--- src/rtl/wb_macro_pkg.sv ---
// Shared types and constants for the Wishbone user-macro controller.
// Holds the FSM states, address decode nibbles, CSR offsets and fixed response data.
package wb_macro_pkg;

    typedef enum logic [1:0] {
        IDLE  = 2'd0,
        MACRO = 2'd1,
        CSR   = 2'd2,
        DONE  = 2'd3
    } state_t;

    localparam int unsigned IDX_W = 4;

    localparam logic [3:0] BASE_NIBBLE = 4'h3;
    localparam logic [3:0] CSR_INDEX   = 4'hF;

    localparam logic [1:0] REG_CTRL    = 2'd0;
    localparam logic [1:0] REG_ENABLE  = 2'd1;
    localparam logic [1:0] REG_TIMEOUT = 2'd2;
    localparam logic [1:0] REG_STATUS  = 2'd3;

    localparam logic [31:0] TIMEOUT_DATA = 32'hDEAD_BEEF;
    localparam logic [31:0] ERROR_DATA   = 32'h0000_0000;

endpackage

--- src/rtl/wb_macro_csr.sv ---
// Control/status register file: macro soft resets, enables, ack timeout limit,
// sticky timeout status and the registered timeout interrupt.
module wb_macro_csr
    import wb_macro_pkg::*;
#(
    parameter int unsigned NUM_MACROS = 11,
    parameter int unsigned TO_W       = 8
) (
    input  logic                  clk,
    input  logic                  rst,
    input  logic                  wr,
    input  logic [1:0]            offset,
    input  logic [31:0]           wdata,
    output logic [31:0]           rdata_c,
    input  logic                  to_set,
    input  logic [IDX_W-1:0]      to_idx_in,
    output logic [NUM_MACROS-1:0] srst,
    output logic [NUM_MACROS-1:0] enable,
    output logic [TO_W-1:0]       timeout,
    output logic                  irq
);

    logic             irq_en;
    logic             to_flag;
    logic [IDX_W-1:0] to_idx;
    logic             unused_wdata;

    assign unused_wdata = ^wdata;

    always_ff @(posedge clk or posedge rst) begin
        if (rst) begin
            irq_en  <= 1'b0;
            srst    <= '0;
            enable  <= '1;
            timeout <= '1;
            to_flag <= 1'b0;
            to_idx  <= '0;
            irq     <= 1'b0;
        end else begin
            irq <= irq_en & to_flag;
            if (wr) begin
                case (offset)
                    REG_CTRL: begin
                        irq_en <= wdata[31];
                        srst   <= wdata[NUM_MACROS-1:0];
                    end
                    REG_ENABLE:  enable  <= wdata[NUM_MACROS-1:0];
                    REG_TIMEOUT: timeout <= wdata[TO_W-1:0];
                    default: ;
                endcase
            end
            // A fresh timeout outranks a simultaneous write-1-to-clear.
            if (to_set) begin
                to_flag <= 1'b1;
                to_idx  <= to_idx_in;
            end else if (wr && offset == REG_STATUS && wdata[31]) begin
                to_flag <= 1'b0;
            end
        end
    end

    always_comb begin
        rdata_c = '0;
        case (offset)
            REG_CTRL: begin
                rdata_c     = 32'(srst);
                rdata_c[31] = irq_en;
            end
            REG_ENABLE:  rdata_c = 32'(enable);
            REG_TIMEOUT: rdata_c = 32'(timeout);
            default: begin
                rdata_c[31]        = to_flag;
                rdata_c[IDX_W-1:0] = to_idx;
            end
        endcase
    end

endmodule

--- src/rtl/wb_macro_ctrl.sv ---
// Wishbone slave that fans a 0x3X00_0000 window out to up to 15 user macros,
// with per-macro enable/soft-reset, ack timeout and a CSR block at index 0xF.
module wb_macro_ctrl
    import wb_macro_pkg::*;
#(
    parameter int unsigned NUM_MACROS = 11,
    parameter int unsigned TO_W       = 8
) (
    input  logic                     wb_clk_i,
    input  logic                     wb_rst_i,
    input  logic                     wbs_cyc_i,
    input  logic                     wbs_stb_i,
    input  logic                     wbs_we_i,
    input  logic [31:0]              wbs_adr_i,
    input  logic [31:0]              wbs_dat_i,
    output logic                     wbs_ack_o,
    output logic [31:0]              wbs_dat_o,
    output logic [NUM_MACROS-1:0]    m_wbs_stb_o,
    output logic [NUM_MACROS-1:0]    m_wb_rst_o,
    input  logic [NUM_MACROS-1:0]    m_wbs_ack_i,
    input  logic [32*NUM_MACROS-1:0] m_wbs_dat_i,
    output logic                     irq_o
);

    state_t                state, state_next;
    logic [IDX_W-1:0]      idx_q, idx_next;
    logic [TO_W-1:0]       timer_q, timer_next;
    logic [31:0]           dat_next;
    logic                  csr_wr, to_set;
    logic [31:0]           csr_rdata;
    logic [NUM_MACROS-1:0] srst, enable, stb_onehot;
    logic [TO_W-1:0]       timeout;
    logic                  sel_ack, hit, macro_ok, expire;
    logic [31:0]           sel_dat;
    logic [IDX_W-1:0]      req_idx;
    logic [15:0]           enable16, srst16;
    logic                  unused_adr;

    assign unused_adr = ^wbs_adr_i;
    assign hit        = wbs_cyc_i && wbs_stb_i && (wbs_adr_i[31:28] == BASE_NIBBLE);
    assign req_idx    = wbs_adr_i[27:24];
    assign enable16   = 16'(enable);
    assign srst16     = 16'(srst);
    assign macro_ok   = (32'(req_idx) < NUM_MACROS) && enable16[req_idx] && !srst16[req_idx];
    assign expire     = (timeout != '0) && (timer_q == timeout - TO_W'(1));

    // Select the latched macro's ack, data and strobe position.
    always_comb begin
        sel_ack    = 1'b0;
        sel_dat    = '0;
        stb_onehot = '0;
        for (int unsigned k = 0; k < NUM_MACROS; k++) begin
            if (idx_q == 4'(k)) begin
                sel_ack       = m_wbs_ack_i[k];
                sel_dat       = m_wbs_dat_i[32*k +: 32];
                stb_onehot[k] = 1'b1;
            end
        end
    end

    assign m_wbs_stb_o = (state == MACRO && wbs_stb_i) ? stb_onehot : '0;
    assign m_wb_rst_o  = {NUM_MACROS{wb_rst_i}} | srst;

    always_ff @(posedge wb_clk_i or posedge wb_rst_i) begin
        if (wb_rst_i) state <= IDLE;
        else          state <= state_next;
    end

    always_comb begin
        state_next = state;
        idx_next   = idx_q;
        timer_next = timer_q;
        dat_next   = wbs_dat_o;
        csr_wr     = 1'b0;
        to_set     = 1'b0;
        case (state)
            IDLE: begin
                if (hit) begin
                    if (req_idx == CSR_INDEX) begin
                        state_next = CSR;
                    end else if (macro_ok) begin
                        state_next = MACRO;
                        idx_next   = req_idx;
                        timer_next = '0;
                    end else begin
                        state_next = DONE;
                        dat_next   = ERROR_DATA;
                    end
                end
            end
            MACRO: begin
                // Abort beats ack, ack beats timeout.
                if (!(wbs_cyc_i && wbs_stb_i)) begin
                    state_next = IDLE;
                end else if (sel_ack) begin
                    state_next = DONE;
                    dat_next   = sel_dat;
                end else if (expire) begin
                    state_next = DONE;
                    dat_next   = TIMEOUT_DATA;
                    to_set     = 1'b1;
                end else begin
                    timer_next = timer_q + TO_W'(1);
                end
            end
            CSR: begin
                csr_wr     = wbs_we_i;
                state_next = DONE;
                if (!wbs_we_i) dat_next = csr_rdata;
            end
            default: state_next = IDLE;
        endcase
    end

    always_ff @(posedge wb_clk_i or posedge wb_rst_i) begin
        if (wb_rst_i) begin
            idx_q     <= '0;
            timer_q   <= '0;
            wbs_dat_o <= '0;
            wbs_ack_o <= 1'b0;
        end else begin
            idx_q     <= idx_next;
            timer_q   <= timer_next;
            wbs_dat_o <= dat_next;
            wbs_ack_o <= (state_next == DONE);
        end
    end

    wb_macro_csr #(
        .NUM_MACROS (NUM_MACROS),
        .TO_W       (TO_W)
    ) u_csr (
        .clk       (wb_clk_i),
        .rst       (wb_rst_i),
        .wr        (csr_wr),
        .offset    (wbs_adr_i[3:2]),
        .wdata     (wbs_dat_i),
        .rdata_c   (csr_rdata),
        .to_set    (to_set),
        .to_idx_in (idx_q),
        .srst      (srst),
        .enable    (enable),
        .timeout   (timeout),
        .irq       (irq_o)
    );

endmodule

--- config.mk ---
export PLATFORM = sky130hd
export DESIGN_NAME = wb_macro_ctrl
export DESIGN_NICKNAME = d
export VERILOG_FILES = /design/src/rtl/wb_macro_pkg.sv /design/src/rtl/wb_macro_csr.sv /design/src/rtl/wb_macro_ctrl.sv
export SDC_FILE = /design/constraint.sdc
export NUM_CORES = 1
export LEC_CHECK = 0
export CORE_AREA = 2 2 192 194
export DETAILED_ROUTE_END_ITERATION = 12
export DIE_AREA = 0 0 194 196
export GPL_ROUTABILITY_DRIVEN = 0
export SETUP_SLACK_MARGIN = 0.05
export SYNTH_ARGS = -nofsm -noshare
export SYNTH_HDL_FRONTEND = slang
export SYNTH_HIERARCHICAL = 1
export SYNTH_SLANG_ARGS = --single-unit
--- constraint.sdc ---
create_clock -name wb_clk_i -period 5.57 [get_ports wb_clk_i]
set_input_delay 0.557 -clock wb_clk_i [delete_from_list [all_inputs] [get_ports wb_clk_i]]
set_output_delay 0.557 -clock wb_clk_i [all_outputs]
set_load 0.05 [all_outputs]
==> summary.md, run 1 <==
| Metric | Value |
|---|---|
| Relative slew slack | `27.7%` |
| Synth area leaders | `dfrtp_1 20%, mux2_2 8.4%, dfstp_2 6.0%` |
| Top-area cell type share of the netlist area | `19.7%` |
| Post-CTS setup buffer count | `0` |
| Final hold violations | `0` |
| Drt wl/cell | `24.5 µm` |
| Commonest cells in the netlist | `65 x dfrtp_1, 64 x o21ai_0, 62 x mux2_2, 62 x nand2_1, 48 x clkbuf_1` |
| Nets | `1765` |
| Standard-cell rows | `70` |
| Critical path's top delay family | `buffers and inverters` |
| Post-CTS Resized | `0` |
| Adder and majority cell fraction of the synthesized area | `1.21%` |
| Crit start category | `flip-flop` |
| Synth Cell Area | `8270 µm²` |
| Global routing's busiest layer | `met2` |
| Number of CTS-inserted buffers | `9` |
| Initial core utilization | `22.9%` |
| Worst Setup Path Type | `flip-flop to output port` |
| Area growth from synthesis to layout | `61.9%` |
| Hold-fix buffers at CTS | `0` |
| Top-count cell post-synth | `dfrtp_1` |
| Ys Warns | `6` |
| Share of layout cells above drive strength 1 | `14.4%` |
| Mux contribution to synthesized area | `18.2%` |
| Compound-cell area share of the yosys netlist | `29.8%` |
| Max_cap viols | `0` |
| CTS H-tree depth | `3` |
| GR Util met2 | `38.3%` |
| EDFF count, synth | `0` |
| Grt total ovfl | `0` |
| Clock Tree Buf Depth | `2` |
| Min Tclk post-route | `4.05 ns` |
| Reg-to-reg setup timing slack | `1.89 ns` |
| Critical Path Most Common Cell | `buf_4` |
| Vias in the first global route | `9629` |
| Max VDD drop | `0.000219 V` |
| Crit path capture type | `output port` |
| Clk_skew | `0.00941 ns` |
| Core Util, Final | `37.1%` |
| Total GRT Usage | `22.4%` |
| Initial DRC count | `653` |
| Final Cell Area | `13400 µm²` |
| Fin crit share | `72.6%` |
| First-pass GRT wire length | `64.0 mm` |
| Hold Path Class | `flip-flop to flip-flop` |
| Vias | `9430` |
| IO Count | `488` |
| Setup total negative slack | `0 ns` |
| Status | `finished clean` |
| Pre-CTS setup slack | `1.80 ns` |
| CTS sink count | `84` |
| Via density | `5.24` |
| DRT Wirelength | `44.1 mm` |
| Die Ht | `196 µm` |
| Largest family of logic cells by synthesized area | `compound AO/OA/AOI/OAI gates` |
| CP Buf/Inv Count | `3` |
| Clock slew at reported path FFs | `0.07 ns` |
| Residual DRC count | `0` |
| Crit-path max cell delay | `0.95 ns` |
| Yosys top cell by area | `dfrtp_1` |
| Core area | `36100 µm²` |
| CP required | `5.01 ns` |
| Worst-Margin Slew | `1.08 ns` |
| Dpl cell area | `13100 µm²` |
| Global Route met1 Usage | `27.1%` |
| Fmax | `0.247 GHz` |
| Asr flop ratio synth | `100%` |
| Initial antenna violation count | `3` |
| Die X | `194 µm` |
| Antenna Violating Nets Remaining | `0` |
| Die ar. | `38000 µm²` |
| TritonCTS clock tree | `built` |
| Final WS setup | `1.52 ns` |
| Synth Register Bits | `84` |
| Syn Inst Count | `932` |
| Pre-antenna DRT Iters | `5` |
| Largest net degree at the start of global routing | `64` |
| Synth Area in Simple Gates | `16.3%` |
| Post-synth cell types | `83` |
| PD cells | `341 nW/µm²` |
| Final setup viols | `0` |
| Slowest-stage cell, CP | `dfrtp_4` |
| CP Cell Sequence | `buf_4 -> nor4b_4 -> buf_4 -> and3_1 -> clkdlybuf4s50_1` |
| RSZ-0062 raised after global routing | `false` |
| CTS root buf | `clkbuf_16` |
| # port buffers | `445` |
| Final Slew Violations | `0` |
| Post-synthesis xor/xnor area fraction | `0.741%` |
| Sequential share of the synthesized area | `25.7%` |
| CP arrival | `3.49 ns` |
| Post-synth top flop | `dfrtp_1` |
| Post-Syn Area per Cell | `8.88 µm²` |
| Static Leak | `0.00498 µW` |
| Clk Latency, worst-skew pair | `0.35 ns` |
| Met3 Usage GRT | `5.69%` |
| HPWL after detailed placement | `35.4 mm` |
| Critical path peak fanout | `63` |
==> cells in the final DEF (no fill, tap or decap), types with 28 or more instances in the layout <==
cell type and n:
a21oi_1 39, a22oi_1 46, clkdlybuf4s50_1 445, dfrtp_1 61, mux2_2 62, mux2i_1 32
nand2_1 62, nor2_1 38, o211ai_1 28, o21ai_0 64
==> cell families (layout without fill, tap and decap cells) <==
family / Yosys count / count (layout)
AOI/OAI and AO/OA: 345 / 345
xor gates and xnor gates: 7 / 7
adders and majority gates: 8 / 8
buffers and inverters: 125 / 504
DFF: 84 / 84
muxes: 123 / 123
other: 1 / 23
and+or+nand+nor: 239 / 239
==> flip-flops by register name (all words and copies together) (netlist names) <==
register and flops:
wbs_dat_o 32, u_csr/srst 11, u_csr/timeout 8, timer_q 8, idx_q 4, u_csr/to_flag 1, u_csr/irq 1, u_csr/enable 11
u_csr/to_idx 4, wbs_ack_o 1, u_csr/irq_en 1, state 2
==> where the power goes <==
group / total [µW] / switching, µW / internal (µW) / leakage, µW
clock network: 612 / 293 / 319 / 0.000149
registers: 1130 / 242 / 890 / 0.00106
logic: 2820 / 1590 / 1230 / 0.00377
==> layout make-up <==
class,instances,area (µm²)
diodes,3,7.51
clock buffers,9,225
flip-flops and latches,84,2130
inverters,18,67.6
multi-input cells,742,5640
fillers,3694,22700
well taps,468,586
clock inverters,7,76.3
repair buffers,470,4650
==> per-layer routing <==
layer | wire length, µm | up-vias
met5 | 0 | -
met4 | 1530 | 0
met3 | 3370 | 56
met2 | 21500 | 429
met1 | 17700 | 4599
li1 | - | 4346
==> stage by stage <==
step                      cells  power, µW  hold WS, ns
after floorplan             951       2850        0.465
after global placement     1782       3930        0.470
after detailed placement   1782       3970        0.474
after CTS                  1798       4600        0.491
after global routing       1801       4830        0.518
final                      1801       4570        0.488
==> final timing paths <==
| check | startpoint | endpoint | cells after the start |
|---|---|---|---|
| max | idx_q[0] | m_wbs_stb_o[1] | 5 |
| min | wbs_dat_o[1] | wbs_dat_o[1] | 1 |
| max reg2reg | idx_q[0] | u_csr/to_idx[1] | 6 |
| min reg2reg | wbs_dat_o[1] | wbs_dat_o[1] | 1 |
| max in group asynchronous | wb_rst_i | idx_q[0] | 3 |
| min in group asynchronous | wb_rst_i | u_csr/srst[5] | 3 |
Note: power is estimated with default switching activity, not from simulation.
==> run 2: changes to the inputs <==
--- a/config.mk
+++ b/config.mk
@@ -5,9 +5,9 @@
 export SDC_FILE = /design/constraint.sdc
 export NUM_CORES = 1
 export LEC_CHECK = 0
-export CORE_AREA = 2 2 192 194
+export CORE_AREA = 2 2 188 190
 export DETAILED_ROUTE_END_ITERATION = 12
-export DIE_AREA = 0 0 194 196
+export DIE_AREA = 0 0 190 192
 export GPL_ROUTABILITY_DRIVEN = 0
 export SETUP_SLACK_MARGIN = 0.05
 export SYNTH_ARGS = -nofsm -noshare
==> constraint.sdc (replaced) <==
create_clock -name wb_clk_i -period 4 [get_ports wb_clk_i]
set_input_delay 0.4 -clock wb_clk_i [delete_from_list [all_inputs] [get_ports wb_clk_i]]
set_output_delay 0.4 -clock wb_clk_i [all_outputs]
set_load 0.05 [all_outputs]
==> run 2 against run 1 <==
Net effect:
- worst hold slack got worse by 0.0019 ns
- via count increased by 1.4%
- critical path depth grew 3
- core utilization grew 2.4 points
- register-to-register slack got worse by 1.3 ns
- critical endpoint is now wbs_dat_o[7]
- largest power group unchanged
- highest routed layer unchanged
==> summary.md, run 2 (same netlist as run 1, synthesis figures left out) <==
| Metric | Value |
|---|---|
| Area growth from synthesis to layout | `63.6%` |
| Antenna Violating Nets Remaining | `0` |
| Relative slew slack | `30.0%` |
| Reg with most FFs | `wbs_dat_o` |
| Commonest cells after routing, fill and taps aside | `441 x clkdlybuf4s50_1, 64 x o21ai_0, 62 x mux2_2, 62 x nand2_1, 61 x dfrtp_1` |
| Drt wl/cell | `24.7 µm` |
| Layout fillers | `3413` |
| Number of CTS-inserted buffers | `9` |
| Pre-antenna DRT Iters | `5` |
| Fmax | `0.294 GHz` |
| IO Count | `488` |
| Final setup viols | `0` |
| Status | `finished clean` |
| Post-CTS Resized | `0` |
| Clock Tree Buf Depth | `2` |
| CP Cell Sequence | `buf_4 -> nor4b_4 -> a221oi_1 -> nand3_1 -> o21ai_1 -> a221o_1 -> a311oi_1 -> mux2_1` |
| Largest net degree at the start of global routing | `48` |
| Die ar. | `36500 µm²` |
| Core area | `34300 µm²` |
| Clk_skew | `0.00728 ns` |
| Hold Path Class | `flip-flop to flip-flop` |
| Initial antenna violation count | `7` |
| Final WS setup | `0.599 ns` |
| Final Slew Violations | `0` |
| Clock slew at reported path FFs | `0.07 ns` |
| Post-CTS setup buffer count | `0` |
| Standard-cell rows | `68` |
| Post-placement cell count | `1781` |
| Residual DRC count | `0` |
| Crit path capture type | `flip-flop` |
| Setup total negative slack | `0 ns` |
| Vias | `9565` |
| Via density | `5.31` |
| CTS root buf | `clkbuf_16` |
| Max reg flops | `32` |
| Static Leak | `0.00506 µW` |
| CTS sink count | `84` |
| Max_cap viols | `0` |
| Vias in the first global route | `9654` |
| Clk Latency, worst-skew pair | `0.35 ns` |
| Min Tclk post-route | `3.40 ns` |
| FF/Latch Area | `2130 µm²` |
| DRT Wirelength | `44.6 mm` |
| Top flop regs | `wbs_dat_o x32, u_csr/enable x11, u_csr/srst x11` |
| Total GRT Usage | `23.6%` |
| RSZ-0062 raised after global routing | `false` |
| Fin crit share | `85.0%` |
| Initial core utilization | `24.1%` |
| Worst Setup Path Type | `flip-flop to flip-flop` |
| HPWL after detailed placement | `35.7 mm` |
| Pre-CTS setup slack | `0.605 ns` |
| Share of layout cells above drive strength 1 | `15.5%` |
| Worst-Margin Slew | `1.05 ns` |
| Initial DRC count | `669` |
| Grt total ovfl | `0` |
| Die X | `190 µm` |
| Critical path peak fanout | `29` |
| First-pass GRT wire length | `63.7 mm` |
| PD cells | `469 nW/µm²` |
| Max VDD drop | `0.000333 V` |
| Crit start category | `flip-flop` |
| Overall Power | `6350 µW` |
| Crit-path max cell delay | `0.84 ns` |
| Hold_ws | `0.486 ns` |
| # port buffers | `445` |
| CP required | `4.29 ns` |
| Commonest non-fill, non-tap cell in the layout | `clkdlybuf4s50_1` |
| Die Ht | `192 µm` |
| CP arrival | `3.69 ns` |
| TritonCTS clock tree | `built` |
| Multi-input logic area | `5640 µm²` |
| Nets | `1777` |
| Cell Count, Final, Fillers Out | `1802` |
| Hold-fix buffers at CTS | `0` |
| Final hold violations | `0` |
| Slowest-stage cell, CP | `nor4b_4` |
| CTS H-tree depth | `3` |
run 2: cell count changes in the layout (fill, tap and decap cells not counted), sizes merged:
cell / delta
buf: +16
clkdlybuf4s50: -4
clkinvlp: +2
diode: +2
inv: -2
clkbuf: +1
clkinv: -1
run 2: where the power goes:
group	switching, µW	internal (µW)	total (µW)
logic	2200	1750	3950
registers	322	1240	1560
clock network	391	449	841
run 2: through the flow:
stage / util [%] / instance area [µm²]
CTS: 39.4 / 13500
floorplan: - / 8340
detailed placement: 38.6 / 13200
global route: 39.5 / 13500
global placement: 38.6 / 13200
finish: 39.5 / 13500
run 2: routing by layer:
layer / wire, µm / global-route usage (%) / share of wire (%) / vias up
met3: 3220 / 4.29 / 7.2 / 50
met1: 18200 / 29.1 / 41 / 4692
li1: - / - / - / 4382
met5: 0 / 0 / 0 / -
met4: 1310 / 8.35 / 2.9 / 0
met2: 21900 / 41.3 / 49 / 441
run 2: critical path, delay by kind of cell, from the launching register on:
family | cells | cell delay (ns)
flops | 1 | 0.74
buf+inv | 1 | 0.36
compound gates | 4 | 1.02
simple gates | 2 | 1.02
mux | 1 | 0.17
run 2: final cells by class:
type | instances | share of cell area [%]
sequential | 84 | 15.8
clock inverter | 6 | 0.425
inverter | 18 | 0.499
tap | 455 | 4.21
multi-input combinational | 742 | 41.7
timing repair buffer | 482 | 35.5
clock buffer | 10 | 1.77
antenna | 5 | 0.0925
run 2: worst paths after layout:
path | cells after the start | endpoint | startpoint | slack [ns]
worst max-delay path | 8 | wbs_dat_o[7] | idx_q[2] | 0.60
worst min-delay path | 1 | wbs_dat_o[31] | wbs_dat_o[31] | 0.49
worst max register to register | 8 | wbs_dat_o[7] | idx_q[2] | 0.60
worst min register to register | 1 | wbs_dat_o[31] | wbs_dat_o[31] | 0.49
max in group asynchronous | 3 | u_csr/timeout[6] | wb_rst_i | 2.34
min in group asynchronous | 3 | wbs_dat_o[24] | wb_rst_i | 0.77
==> run 3: changes to the inputs <==
--- a/config.mk
+++ b/config.mk
@@ -9,6 +9,7 @@
 export DETAILED_ROUTE_END_ITERATION = 12
 export DIE_AREA = 0 0 190 192
 export GPL_ROUTABILITY_DRIVEN = 0
+export PLACE_DENSITY = 0.53
 export SETUP_SLACK_MARGIN = 0.05
 export SYNTH_ARGS = -nofsm -noshare
 export SYNTH_HDL_FRONTEND = slang
==> run 3 against run 2 <==
Net effect:
- via count shrank 0.86%
- clock power grew 1%
- combinational power shrank 1%
==> summary.md, run 3 (same netlist as run 1, synthesis figures left out) <==
| Metric | Value |
|---|---|
| Reg with most FFs | `wbs_dat_o` |
| Clock slew at reported path FFs | `0.08 ns` |
| HPWL after detailed placement | `36.8 mm` |
| R2R Path Start | `idx_q[2]` |
| Layout fillers | `3453` |
| Final setup viols | `0` |
| Initial antenna violation count | `8` |
| Worst-Margin Slew | `1.06 ns` |
| Number of CTS-inserted buffers | `9` |
| Max reg flops | `32` |
| Total GRT Usage | `24.4%` |
| Static Leak | `0.00508 µW` |
| Final hold violations | `0` |
| Worst Setup Path Type | `flip-flop to output port` |
| Initial core utilization | `24.1%` |
| Min Tclk post-route | `3.49 ns` |
| Core area | `34300 µm²` |
| Relative slew slack | `29.3%` |
| Die Ht | `192 µm` |
| Area growth from synthesis to layout | `63.7%` |
| Setup total negative slack | `0 ns` |
| Status | `finished clean` |
| Critical Path Most Common Cell | `buf_4` |
| Clk_skew | `0.0104 ns` |
| Max_cap viols | `0` |
| Clk Latency, worst-skew pair | `0.36 ns` |
| PD cells | `467 nW/µm²` |
| Grt total ovfl | `0` |
| Via density | `5.24` |
| CTS H-tree depth | `3` |
| CP Launch Point | `idx_q[1]` |
| Drt wl/cell | `25.2 µm` |
| DRT Wirelength | `45.5 mm` |
| CP Cell Sequence | `buf_4 -> nor4b_4 -> buf_4 -> and3_1 -> clkdlybuf4s50_1` |
| Residual DRC count | `0` |
| Crit-path max cell delay | `0.82 ns` |
| Vias | `9483` |
| Initial DRC count | `566` |
| Die ar. | `36500 µm²` |
| Share of layout cells above drive strength 1 | `15.8%` |
| Commonest cells after routing, fill and taps aside | `441 x clkdlybuf4s50_1, 64 x o21ai_0, 62 x mux2_2, 62 x nand2_1, 61 x dfrtp_1` |
| TritonCTS clock tree | `built` |
| Cell Count, Final, Fillers Out | `1810` |
| First-pass GRT wire length | `66.2 mm` |
| Standard-cell rows | `68` |
| IO Count | `488` |
| Antenna Violating Nets Remaining | `0` |
| Die X | `190 µm` |
| Nets | `1782` |
| CTS sink count | `84` |
| Core Util, Final | `39.5%` |
| Pre-antenna DRT Iters | `5` |
| Max VDD drop | `0.000544 V` |
| Vias in the first global route | `9784` |
| Clock Tree Buf Depth | `2` |
| Fmax | `0.286 GHz` |
| Post-placement cell count | `1786` |
| Critical path peak fanout | `24` |
| Final Slew Violations | `0` |
| Crit path capture type | `output port` |
| RSZ-0062 raised after global routing | `false` |
| Fin crit share | `87.3%` |
| Hold-fix buffers at CTS | `0` |
| # port buffers | `445` |
| Largest net degree at the start of global routing | `48` |
| Hold path start | `wbs_dat_o[26]` |
| CP arrival | `3.09 ns` |
| Slowest-stage cell, CP | `clkdlybuf4s50_1` |
| Post-CTS setup buffer count | `0` |
| Top flop regs | `wbs_dat_o x32, u_csr/enable x11, u_csr/srst x11` |
| CP required | `3.60 ns` |
| Post-CTS Resized | `0` |
| CTS root buf | `clkbuf_16` |
| Commonest non-fill, non-tap cell in the layout | `clkdlybuf4s50_1` |
| Hold Path Class | `flip-flop to flip-flop` |
| Crit start category | `flip-flop` |
run 3: cell count changes in the layout (fill, tap and decap cells not counted):
| cell | before | now |
|---|---|---|
| buf_12 | 7 | 4 |
| buf_4 | 34 | 42 |
| clkbuf_8 | 1 | 0 |
| clkinv_4 | 1 | 2 |
| clkinvlp_4 | 2 | 0 |
| diode_2 | 5 | 8 |
| inv_6 | 2 | 1 |
| inv_8 | 0 | 3 |
run 3: metal layers:
metal,vias up,track usage (%),share of wire (%)
li1,4402,-,-
met1,4686,30.8,42
met2,368,43.3,50
met3,27,4.40,6.3
met4,0,5.46,1.6
met5,-,0,0
run 3: worst paths after layout:
kind | cells after the start | slack [ns] | to
min in group asynchronous | 3 | 0.76 | wbs_dat_o[17]
worst max-delay path | 5 | 0.51 | m_wbs_stb_o[2]
worst max register to register | 9 | 0.64 | wbs_dat_o[8]
max in group asynchronous | 3 | 2.32 | u_csr/enable[2]
worst min register to register | 1 | 0.49 | wbs_dat_o[26]
worst min-delay path | 1 | 0.49 | wbs_dat_o[26]
run 3: cell type report:
type / count / area [µm²] / share of cell area, %
well taps: 455 / 569 / 4.20
clock buffers: 9 / 225 / 1.66
diodes: 8 / 20.0 / 0.148
repair buffers: 487 / 4810 / 35.5
clock inverters: 7 / 76.3 / 0.564
inverters: 18 / 67.6 / 0.499
multi-input cells: 742 / 5640 / 41.7
flip-flops and latches: 84 / 2130 / 15.8
run 3: stage by stage:
step	instance area (µm²)	power (µW)	worst slack (ns)	hold slack, ns
after floorplan	8340	3960	1.24	0.465
after global placement	13200	5460	0.703	0.471
after detailed placement	13200	5480	0.690	0.476
after CTS	13500	6370	0.453	0.494
after global routing	13500	6710	0.378	0.512
final	13500	6320	0.509	0.489
run 3: critical path, delay by kind of cell (launching register included):
kind | cells | cell delay (ns)
flops | 1 | 0.73
buf+inv | 3 | 1.50
simple gates | 2 | 0.48
run 3: power breakdown:
part / switching [µW] / leakage [µW] / internal (µW)
combinational: 2200 / 0.00387 / 1710
sequential: 319 / 0.00106 / 1240
clock: 405 / 0.000149 / 444
total: 2920 / 0.00508 / 3400
==> edit 1, RTL diff (config.mk and constraints of run 2) <==
Register the output `irq_o`; this adds one clock of latency there. The other outputs are not delayed to match.
--- a/src/rtl/wb_macro_ctrl.sv
+++ b/src/rtl/wb_macro_ctrl.sv
@@ -22,4 +22,6 @@
     output logic                     irq_o
 );
+
+    logic irq_d;
 
     state_t                state, state_next;
@@ -142,6 +144,10 @@
         .enable    (enable),
         .timeout   (timeout),
-        .irq       (irq_o)
+        .irq       (irq_d)
     );
+
+    always_ff @(posedge wb_clk_i) begin
+        irq_o <= irq_d;
+    end
 
 endmodule
Behaviour: no difference found for any inputs over 4 cycles, from zero or initial values and one cycle with wb_rst_i high; that may be too few to reach the edited logic, so the function may still have changed.
==> edit 1 against run 2 <==
  * Design area down 2.7%
  * Setup slack better by 40 ps
  * Sequential cell count up 1
  * Wire length down 3.3%
  * Synthesized area down 4.1%
  * First-iteration DRC count up 17%
  * Total power down 3.2%
  * Largest power group unchanged
  * Non-clock buffer count up 3
==> edit 1: results (changes against run 2) <==
Critical path
  – Data arrival, critical path: 2960 ps (was 3690 ps)
  – CP endpoint: m_wbs_stb_o[10] (was wbs_dat_o[7])
  – Crit path max fanout: 42 (was 29)
  – Crit-path slowest cell: clkdlybuf4s50_1 (was nor4b_4)

Finish
  – Fill cells: 3,479 (was 3,413)
  – Layout cells sized above 1: 12.69% (was 15.50%)

Drt
  – DRT iter0 DRCs: 781 (was 669)
  – Vias/cell: 5.203 (was 5.308)
  – Drt total wl: 43,070 µm (was 44,560 µm)
  – Routed len/inst: 23.33 µm (was 24.73 µm)
  – Drt first pass iters: 8 (was 5)

Timing
  – Slew headroom: 38.35% (was 29.99%)
  – Max Clock Skew: 9.759 ps (was 7.282 ps)

Global routing
  – Met1 usage: 30.05% (was 29.10%)

Placement
  – Inst Count DP: 1,826 (was 1,781)
  – Detail Placement HPWL: 34,940 µm (was 35,670 µm)

Logic synthesis
  – Compound-gate portion of the synthesized area: 31.92% (was 29.83%)
  – XOR/XNOR share of the synthesized area: 1.325% (was 0.7412%)
  – Distinct cells, synth: 72 (was 83)
  – Sequential fraction of the synthesis area: 27.05% (was 25.70%)
  – Synth top cells by count: o21ai_0, nand2_1, dfrtp_1 (was dfrtp_1, o21ai_0, mux2_2, nand2_1, clkbuf_1)
  – Post-synthesis mux area share: 12.40% (was 18.17%)

Pwr
  – Int Pwr: 0.003250 W (was 0.003435 W)
  – Leakage: 5.124 nW (was 5.065 nW)

Run status
  – Outcome: completed (unchanged)

Min path
  – Hold Crit Depth: 0 (was 1)
## edit 1: how the worst min path moves through the flow
stage,start,to,slack (ps)
3_5_place_dp,u_csr/irq,irq_o,330
2_1_floorplan,u_csr/irq,irq_o,320
6_report,u_csr/irq,irq_o,340
4_1_cts,u_csr/irq,irq_o,340
5_1_grt,u_csr/irq,irq_o,340
3_3_place_gp,u_csr/irq,irq_o,330
## edit 1: worst register-to-register path, stage by stage (launching register included)
cell and delay (ps):
dfrtp_4 650, nand2b_1 350, nor2_2 80, a221oi_1 300, a2bb2oi_1 400, and3_1 420
a221o_2 460, buf_4 360, o21ai_0 170
## edit 1: area by class of cell
cell class                      instances  area, µm²  area share, %
Clock inverter                          6      71.32         0.5416
Multi-Input combinational cell        768       5246          39.84
Sequential cell                        85       2153          16.35
Inverter                               33      123.9         0.9407
Clock buffer                           10      229.0          1.739
Timing Repair Buffer                  485       4765          36.18
Antenna cell                            4      10.01        0.07602
Tap cell                              455      569.3          4.323
## edit 1: through the flow
stage	setup slack, ps	power [W]	cell area, µm²	utilization [%]
2_1_floorplan	876.3	0.003778	8005	-
3_3_place_gp	620.4	0.005224	12860	37.50
3_5_place_dp	556.3	0.005279	12860	37.50
4_1_cts	574.4	0.006171	13160	38.37
5_1_grt	348.0	0.006517	13170	38.40
6_report	639.7	0.006145	13170	38.40
## edit 1: per-layer routing
metal | up-vias | wire [µm]
met3 | 52 | 3067
met4 | 0 | 1096
li1 | 4484 | -
met1 | 4655 | 18820
met2 | 413 | 20080
met5 | - | 0
## edit 1: power groups by stage
stage          Combinational, W  Clock (W)  Sequential, W
4_1_cts                 0.00376   0.000886        0.00153
6_report                0.00375   0.000860        0.00153
5_1_grt                 0.00402   0.000920        0.00158
3_5_place_dp            0.00374          0        0.00154
3_3_place_gp            0.00370          0        0.00153
2_1_floorplan           0.00195          0        0.00183
## edit 1: cell families after synthesis
logic type	Yosys count
adders and majority gates	8
xor gates and xnor gates	12
other	1
AOI/OAI and AO/OA	362
and+or+nand+nor	282
DFF	85
buffers and inverters	134
muxes	84
==> edit 2, RTL diff (settings of run 2) <==
Made on the original files. `TO_W` is set to 8 in 2 places; all go to 12.
--- a/src/rtl/wb_macro_csr.sv
+++ b/src/rtl/wb_macro_csr.sv
@@ -5,5 +5,5 @@
 #(
     parameter int unsigned NUM_MACROS = 11,
-    parameter int unsigned TO_W       = 8
+    parameter int unsigned TO_W       = 12
 ) (
     input  logic                  clk,
--- a/src/rtl/wb_macro_ctrl.sv
+++ b/src/rtl/wb_macro_ctrl.sv
@@ -5,5 +5,5 @@
 #(
     parameter int unsigned NUM_MACROS = 11,
-    parameter int unsigned TO_W       = 8
+    parameter int unsigned TO_W       = 12
 ) (
     input  logic                     wb_clk_i,
Behaviour: not the same (Yosys sat finds a counterexample within 4 cycles, from zero or initial values and one cycle with wb_rst_i high).
==> edit 2 against run 2 <==
  * Sequential cell count rose by 8
  * Total power shrank 2.7%
  * Critical path type is now reg2out
  * Design area decreased by 1.7%
  * Wire length rose by 2.3%
  * Synthesized area shrank 2.9%
  * Core utilization is 0.65 points lower
  * Setup slack lost 200 ps
  * Largest power group unchanged
  * Maximum frequency shrank 5.5%
==> edit 2: results (changes against run 2) <==
Run status
  – Outcome: completed (unchanged)

Logic synthesis
  – Syn. warnings: 6 (unchanged)
  – Synth top cells by count: nand2_1, o21ai_0, mux2_2 (was dfrtp_1, o21ai_0, mux2_2, nand2_1, clkbuf_1)
  – Post-Synthesis Cells: 929 (was 932)
  – Synth top area cells: dfrtp_1, mux2_2, dfstp_2 (unchanged)
  – Distinct cells, synth: 72 (was 83)
  – Sequential fraction of the synthesis area: 29.02% (was 25.70%)

Drt
  – Total number of vias: 9,476 (was 9,565)
  – Final ANT Viol Nets: 0 (unchanged)
  – Drt first pass iters: 9 (was 5)
  – Routed len/inst: 25.19 µm (was 24.73 µm)
  – DRT iter0 DRCs: 796 (was 669)

Timing
  – Setup-failing EPs final: 0 (unchanged)
  – Max Clock Skew: 20.55 ps (was 7.282 ps)
  – Slew headroom: 25.97% (was 29.99%)
  – WHS: 507.0 ps (was 486.4 ps)
  – Worst setup slack after layout: 403.2 ps (was 599.3 ps)

Placement
  – DP Area: 12,990 µm² (was 13,220 µm²)
  – Pre-CTS WS: 493.6 ps (was 604.8 ps)
  – Detail Placement HPWL: 36,850 µm (was 35,670 µm)
  – Port bufs: 446 (was 445)

Critical path
  – Crit-path slowest cell: clkdlybuf4s50_1 (was nor4b_4)
  – Slowest cell delay on critical path: ~850 ps
  – Reg2reg setup slack: 660 ps (was 600 ps)
  – Data arrival, critical path: 3200 ps (was 3690 ps)
  – CP top delay family: simple AND/OR/NAND/NOR gates (unchanged)
  – Crit path max fanout: 13 (was 29)

Pwr
  – IR drop worst, VDD: 0.0002962 V (was 0.0003328 V)
  – Switching power: 0.002782 W (was 0.002914 W)
  – Combinational power share: 59.8% (was 62.2%)
  – Seq pwr share: 26.4% (was 24.6%)
  – Leakage: 5.162 nW (was 5.065 nW)
  – Cell area power density: 464.0 nW/µm² (was 469.2 nW/µm²)

CTS
  – Post-CTS Resized: 0 (unchanged)
  – CTS Buf Count: 9 (unchanged)
  – H-tree lvl count: 3 (unchanged)
  – Worst skew pair latency: ~360 ps
  – Clock Tree Buf Depth: 2 (unchanged)
  – Root buffer cell: clkbuf_16 (unchanged)
  – Setup bufs post-CTS: 0 (unchanged)

Global routing
  – First-pass GRT wire length: 63,320 µm (was 63,710 µm)
  – Total GRT Usage: 23.75% (was 23.65%)
  – Initial antenna violation count: 13 (was 7)
  – Vias in the first global route: 9,259 (was 9,654)
  – Largest net degree at the start of global routing: 42 (was 48)

Finish
  – Finished Layout Cells: 1,809 (was 1,802)
  – Final nets: 1,780 (was 1,777)
  – Layout cells sized above 1: 14.05% (was 15.50%)
  – Fill cells: 3,424 (was 3,413)
  – Biggest regs: wbs_dat_o: 32 flops, timer_q: 12 flops, u_csr/timeout: 12 flops (was wbs_dat_o: 32 flops, u_csr/enable: 11 flops, u_csr/srst: 11 flops)

Min path
  – Worst hold path class: reg2reg (unchanged)
==> edit 2: changes by cell type in the layout (fill, tap and decap cells not counted), sizes merged, moves of 8 or more <==
cell	delta
and2	-20
a222oi	+37
o31a	-17
mux2i	-9
nand4	+9
o211ai	-15
a41oi	+8
a22oi	-16
nand3	+17
nand2	+43
nand2b	-13
a31oi	-21
o221a	-19
==> edit 2: kinds of logic after synthesis <==
kind of cell / synth area share (%)
simple gates: 19.01
mux: 15.35
other cells: 0.04669
compound gates: 26.90
xor+xnor: 1.527
fa+ha+maj: 1.246
flops: 29.02
buf+inv: 6.901
==> edit 2: path summary, 6_finish.rpt <==
check | startpoint | to | cells past startpoint
max in group asynchronous | wb_rst_i | timer_q[0] | 3
min in group asynchronous | wb_rst_i | u_csr/srst[9] | 3
setup / recovery | idx_q[3] | m_wbs_stb_o[10] | 4
setup reg to reg | u_csr/timeout[0] | wbs_dat_o[12] | 10
hold / removal | wbs_dat_o[27] | wbs_dat_o[27] | 1
hold reg to reg | wbs_dat_o[27] | wbs_dat_o[27] | 1
==> edit 2: final cells by class <==
class / count / area (µm²) / share of cell area [%]
Sequential cell: 92 / 2332 / 17.53
Clock inverter: 6 / 53.80 / 0.4043
Timing Repair Buffer: 481 / 4755 / 35.73
Inverter: 17 / 63.81 / 0.4795
Multi-Input combinational cell: 739 / 5273 / 39.62
Antenna cell: 9 / 22.52 / 0.1692
Tap cell: 455 / 569.3 / 4.278
Clock buffer: 10 / 239.0 / 1.796
==> edit 2: routing by layer <==
metal	wire, µm	track usage, %	share of wire, %	vias to the layer above
met3	3607	5.299	7.9	50
met5	53	0	0.12	-
li1	-	-	-	4368
met4	816	6.887	1.8	8
met2	22350	40.23	49	439
met1	18740	30.18	41	4611
